<file path="config.mk">
export PLATFORM = sky130hd
export DESIGN_NAME = four_count
export DESIGN_NICKNAME = d
export VERILOG_FILES = /design/src/rtl/four_count_pkg.sv /design/src/rtl/four_count_decode.sv /design/src/rtl/four_count.sv
export SDC_FILE = /design/constraint.sdc
export NUM_CORES = 1
export LEC_CHECK = 0
export CAP_MARGIN = 20
export CORE_AREA = 3 3 40 42
export DETAILED_ROUTE_END_ITERATION = 12
export DIE_AREA = 0 0 43 45
export PLACE_DENSITY_LB_ADDON = 0.2
export SYNTH_ARGS = -nofsm -noshare
export SYNTH_HDL_FRONTEND = slang
export SYNTH_SLANG_ARGS = --single-unit
export TNS_END_PERCENT = 50
</file>
<file path="constraint.sdc">
create_clock -name clock -period 1.2 [get_ports clock]
set_input_delay 0.12 -clock clock [delete_from_list [all_inputs] [get_ports clock]]
set_output_delay 0.12 -clock clock [all_outputs]
set_load 0.01 [all_outputs]
</file>
<file path="src/rtl/four_count_pkg.sv">
// ============================================================================
// four_count_pkg : state encoding and widths shared by the modulo-4 counter
// Rev 1.0
// ============================================================================
`default_nettype none

package four_count_pkg;

  typedef enum logic [1:0] {
    S0 = 2'd0,
    S1 = 2'd1,
    S2 = 2'd2,
    S3 = 2'd3
  } state_t;

  localparam int OUT_W = 4;

endpackage

`default_nettype wire

</file>
<file path="src/rtl/four_count_decode.sv">
// ============================================================================
// four_count_decode : one-hot view and terminal flag of a 2-bit count
// Rev 1.0
// ============================================================================
`default_nettype none

module four_count_decode
  import four_count_pkg::*;
(
  input  state_t           state,
  output logic [OUT_W-1:0] out,
  output logic             z
);

  always_comb begin
    out = 4'b0001;
    z   = 1'b0;
    case (state)
      S0: out = 4'b0001;
      S1: out = 4'b0010;
      S2: out = 4'b0100;
      S3: begin
        out = 4'b1000;
        z   = 1'b1;
      end
      // A corrupt code reads as S0 so the output never goes zero or multi-hot.
      default: begin
        out = 4'b0001;
        z   = 1'b0;
      end
    endcase
  end

endmodule

`default_nettype wire

</file>
<file path="src/rtl/four_count.sv">
// ============================================================================
// four_count : modulo-4 counter of cycles with x high, one-hot out, z at 3
// Rev 1.0
// ============================================================================
`default_nettype none

module four_count
  import four_count_pkg::*;
(
  input  logic             clock,
  input  logic             reset,
  input  logic             x,
  output logic [OUT_W-1:0] out,
  output logic             z
);

  state_t state_q;
  state_t state_d;

  always_ff @(posedge clock or posedge reset) begin
    if (reset) begin
      state_q <= S0;
    end else begin
      state_q <= state_d;
    end
  end

  always_comb begin
    state_d = S0;
    case (state_q)
      S0:      state_d = x ? S1 : S0;
      S1:      state_d = x ? S2 : S1;
      S2:      state_d = x ? S3 : S2;
      S3:      state_d = x ? S0 : S3;
      default: state_d = S0;
    endcase
  end

  four_count_decode u_decode (
    .state (state_q),
    .out   (out),
    .z     (z)
  );

endmodule

`default_nettype wire

</file>
# [Word level (Yosys, flattened, before mapping)]
# Cells that the tools add are included.
[op_classes] muxes=7 n_eq_ne=3 n_reduce_logical=1
[ops] cell="4-bit one-hot mux with 4 select lines" n=1
[ops] cell="2-bit one-hot mux with 4 select lines" n=1
[ops] cell="2-bit equality test, second input constant" n=2
[ops] cell="2-bit two-way mux" n=2
[ops] cell="1-bit two-way mux" n=3
[ops] cell="2-bit by 1-bit equality test with 1-bit output, second input constant" n=1
[ops] cell="2-bit logical NOT" n=1
[totals] reg_bits=2 word_cells=12 in_bits=3 out_inout_bits=5

# [Logic depth before layout (Yosys ltp)]
[depth] depth_word=2 mapped_depth=2 ltp_nobuf=2

# [Modules after synthesis]
# From an unflattened synthesis, not the netlist that was laid out.
[hier_totals] cells_unflattened=11 hier_area_um2=108.9
[by_module_without_submodules] mod="four_count" instances=1 cells_each=6 area_each_um2=75.1
[by_module_without_submodules] mod="four_count_decode" instances=1 cells_each=5 area_each_um2=33.8

# [Least setup slack after synthesis]
# OpenSTA, ideal clock, no wires.
[synth_path] kind="reg-to-output" from="register state_q[0]" to="output out[3]" arrival_time_ps=749 setup_slack_ps=331 stages_incl_launch_ff=3 path_cell_list="dfrtp_1 and2_1 buf_4"
[synth_via] elab_chain_cells=2 word_cells_on_any_way=5 classes_between="eq/ne: 3; mux: 1; reduce/logical: 1"
[synth_rtl] element="start, declared" line_no="four_count.sv:17" rtl="state_t state_q;"
[synth_rtl] element="start signal, assigned" line_no="four_count.sv:24" rtl="state_q <= state_d;"
[synth_rtl] element="2-bit equality test, or another cell as far along" line_no="four_count_decode.sv:18" rtl="case (state)"
[synth_rtl] element="4-bit one-hot mux with 4 select lines *" line_no="four_count_decode.sv:18"
[synth_rtl] element="end, declared" line_no="four_count.sv:13" rtl="output logic [OUT_W-1:0] out,"
# Every way passes the cells marked *; elsewhere a longest branch is shown, timed or not.

# [Worst setup path in the final report]
[layout_path] from="register state_q[1]" to="output out[2]"
# Same word-level chain as after synthesis.

==> impl_metrics.tcl <==
set metrics [dict create \
    fin_skew_ns 0.001941 \
    place_ws_ns -0.03330 \
    p_leak_nw 0.1140 \
    worstMarginPinSlew_ns 0.1290 \
    cts_max_level 1 \
    required_ns 1.08 \
    syn_nets 14 \
    drc 0 \
    slew_violations 0 \
    fill_cells 145 \
    fin_crit_ns 1.145 \
    grt_pass1_wl_um 483 \
    root_buffer "clkbuf_4" \
    clock_latency_ns 0.22 \
    rrSetupSlack_ns 0.31 \
    hold_buffers 0 \
    slowest_delay_ns 0.40 \
    fin_crit_sh 0.9544 \
    regMostFlops "state_q" \
    synth_top_area_frac 0.4706 \
    fmax_ghz 0.8731 \
    grt_max_degree 6 \
    ys_seq_area_frac 0.4706 \
    setup_ws_ns 0.05467 \
    critPathLaunchType "flip-flop" \
    reg_top3 "state_q x2" \
    syn_to_final_growth_pct 118.8 \
    numCtsBuffers 3 \
    row_count 13 \
    grt_usage 0.04413 \
    drive_gt1_frac 0.3478 \
    path_delay_family "flip-flops" \
    drt_iter0_drc 0 \
    antenna_found_initial 0 \
    firstDrtPassIters 1 \
    grt_pass1_vias 110 \
    synth_cells 11 \
    chipWidth_um 43 \
    gp_congestion 0.6390 \
    cp_cell_sequence "buf_6, and2b_1, buf_2" \
    grt_overflow_total 0 \
    totalWireLength_um 243 \
    setup_violations 0 \
    postSynth.asyncResetShare 1.000 \
    slowest_stage "dfrtp_1" \
    hold_viol_final 0 \
    cts_tree "yes" \
    worst-path-buf-inv 2 \
    synth_most_common_cell "dfrtp_1" \
    cts_sinks 2 \
    synth_edf_count 0 \
    vias 104 \
    diodes 0 \
    yosysTopAreaCell "dfrtp_1" \
    io_buffer_count 7 \
    fin_util 0.1811 \
    rsz0062_at_grt "yes" \
    synth.area.top_cells "dfrtp_1, xnor2_1, xor2_1, and2b_1, buf_4" \
    wl_per_cell_um 6.395 \
    largest_reg_flops 2 \
    synth-main-ff-cell "dfrtp_1" \
    p_per_area_nw_per_um2 2843 \
    syn_area_um2 106.4 \
    ys_warn_count 0 \
    ios 8 \
    synth-seq-cells 2 \
    core-area_um2 1285 \
    clkTransAtPathRegs_ns 0.03 \
    syn_avg_cell_area_um2 9.668 \
    die_h_um 45 \
    max_cap_viol_count 0 \
    crit_fanout 4 \
    slew_headroom 0.9134 \
    worst_setup_path_end_kind "primary output" \
    outcome "finished, final reports clean" \
    via_per_inst 2.737 \
    hp-class "in -> async" \
    instances_no_fill 38 \
    path_class "reg -> out" \
    nNetsFinal 28 \
    start_util 0.08277 \
    clockBufferDepth 2 \
    final_antenna_net_count 0 \
    arrival_ns 1.03 \
    synth_cell_types 10 \
    vdd_ir_drop_max_mv 0.6804 \
    die_area_um2 1935 \
    placedCellCount 34 \
]
==> path summary, 6_finish.rpt <==
check / from / to / cells after the start
worst max-delay path: state_q[1] / out[2] / 3
worst min-delay path: reset / state_q[1] / 2
worst max register to register: state_q[1] / state_q[1] / 3
worst min register to register: state_q[0] / state_q[0] / 2
max in group asynchronous: reset / state_q[0] / 2
min in group clock: x / state_q[0] / 2
==> metrics by stage <==
stage / total power [mW] / TNS [ns] / hold slack, ns / area (um2)
2_1_floorplan: 0.3017 / 0 / -0.1388 / 106.4
3_3_place_gp: 0.5192 / -0.02000 / 0.2866 / 202.7
3_5_place_dp: 0.5219 / -0.03330 / 0.2836 / 202.7
4_1_cts: 0.6393 / 0 / 0.03911 / 222.7
5_1_grt: 0.7328 / -0.005566 / 0.06255 / 232.7
6_report: 0.6616 / 0 / 0.04708 / 232.7
==> layout make-up <==
| cell class | count | area, um2 | area share |
|---|---|---|---|
| Timing Repair Buffer | 10 | 90.09 | 0.3871 |
| Clock buffer | 3 | 22.52 | 0.09677 |
| Multi-Input combinational cell | 7 | 47.55 | 0.2043 |
| Tap cell | 15 | 18.77 | 0.08065 |
| Inverter | 1 | 3.754 | 0.01613 |
| Sequential cell | 2 | 50.05 | 0.2151 |
==> kinds of logic after synthesis <==
| family | synth area share |
|---|---|
| XOR/XNOR | 0.1647 |
| buffers and inverters | 0.1059 |
| AND/OR/NAND/NOR | 0.2589 |
| flip-flops | 0.4706 |
==> repair_timing <==
| item | in CTS | in global routing |
|---|---|---|
| setup buffers | 1 | 0 |
| resized for setup | 8 | 5 |
| endpoints found under the hold margin | 0 | 0 |
| setup endpoints to repair | 5 | 4 |
==> power by group <==
part	switching, mW	internal, mW
clock network	0.0386	0.110
logic	0.137	0.234
registers	0.0373	0.104
==> cells in the final DEF, fill, tap and decap left out, drive strengths merged <==
cell / instances
and2: 1
and2b: 1
buf: 4
clkbuf: 3
clkdlybuf4s15: 3
clkdlybuf4s50: 2
dfrtp: 2
dlygate4sd2: 1
inv: 1
nand2: 1
nor2: 1
nor2b: 1
xnor2: 1
xor2: 1
==> routing by layer <==
| metal | vias to the layer above | share of wire | global-route usage |
|---|---|---|---|
| li1 | 56 | - | - |
| met1 | 41 | 0.44 | 0.03855 |
| met2 | 7 | 0.37 | 0.03593 |
| met3 | 0 | 0.19 | 0.05179 |
| met4 | 0 | 0 | 0.07229 |
| met5 | - | 0 | 0 |
Note: power is estimated with default switching activity, not from simulation.
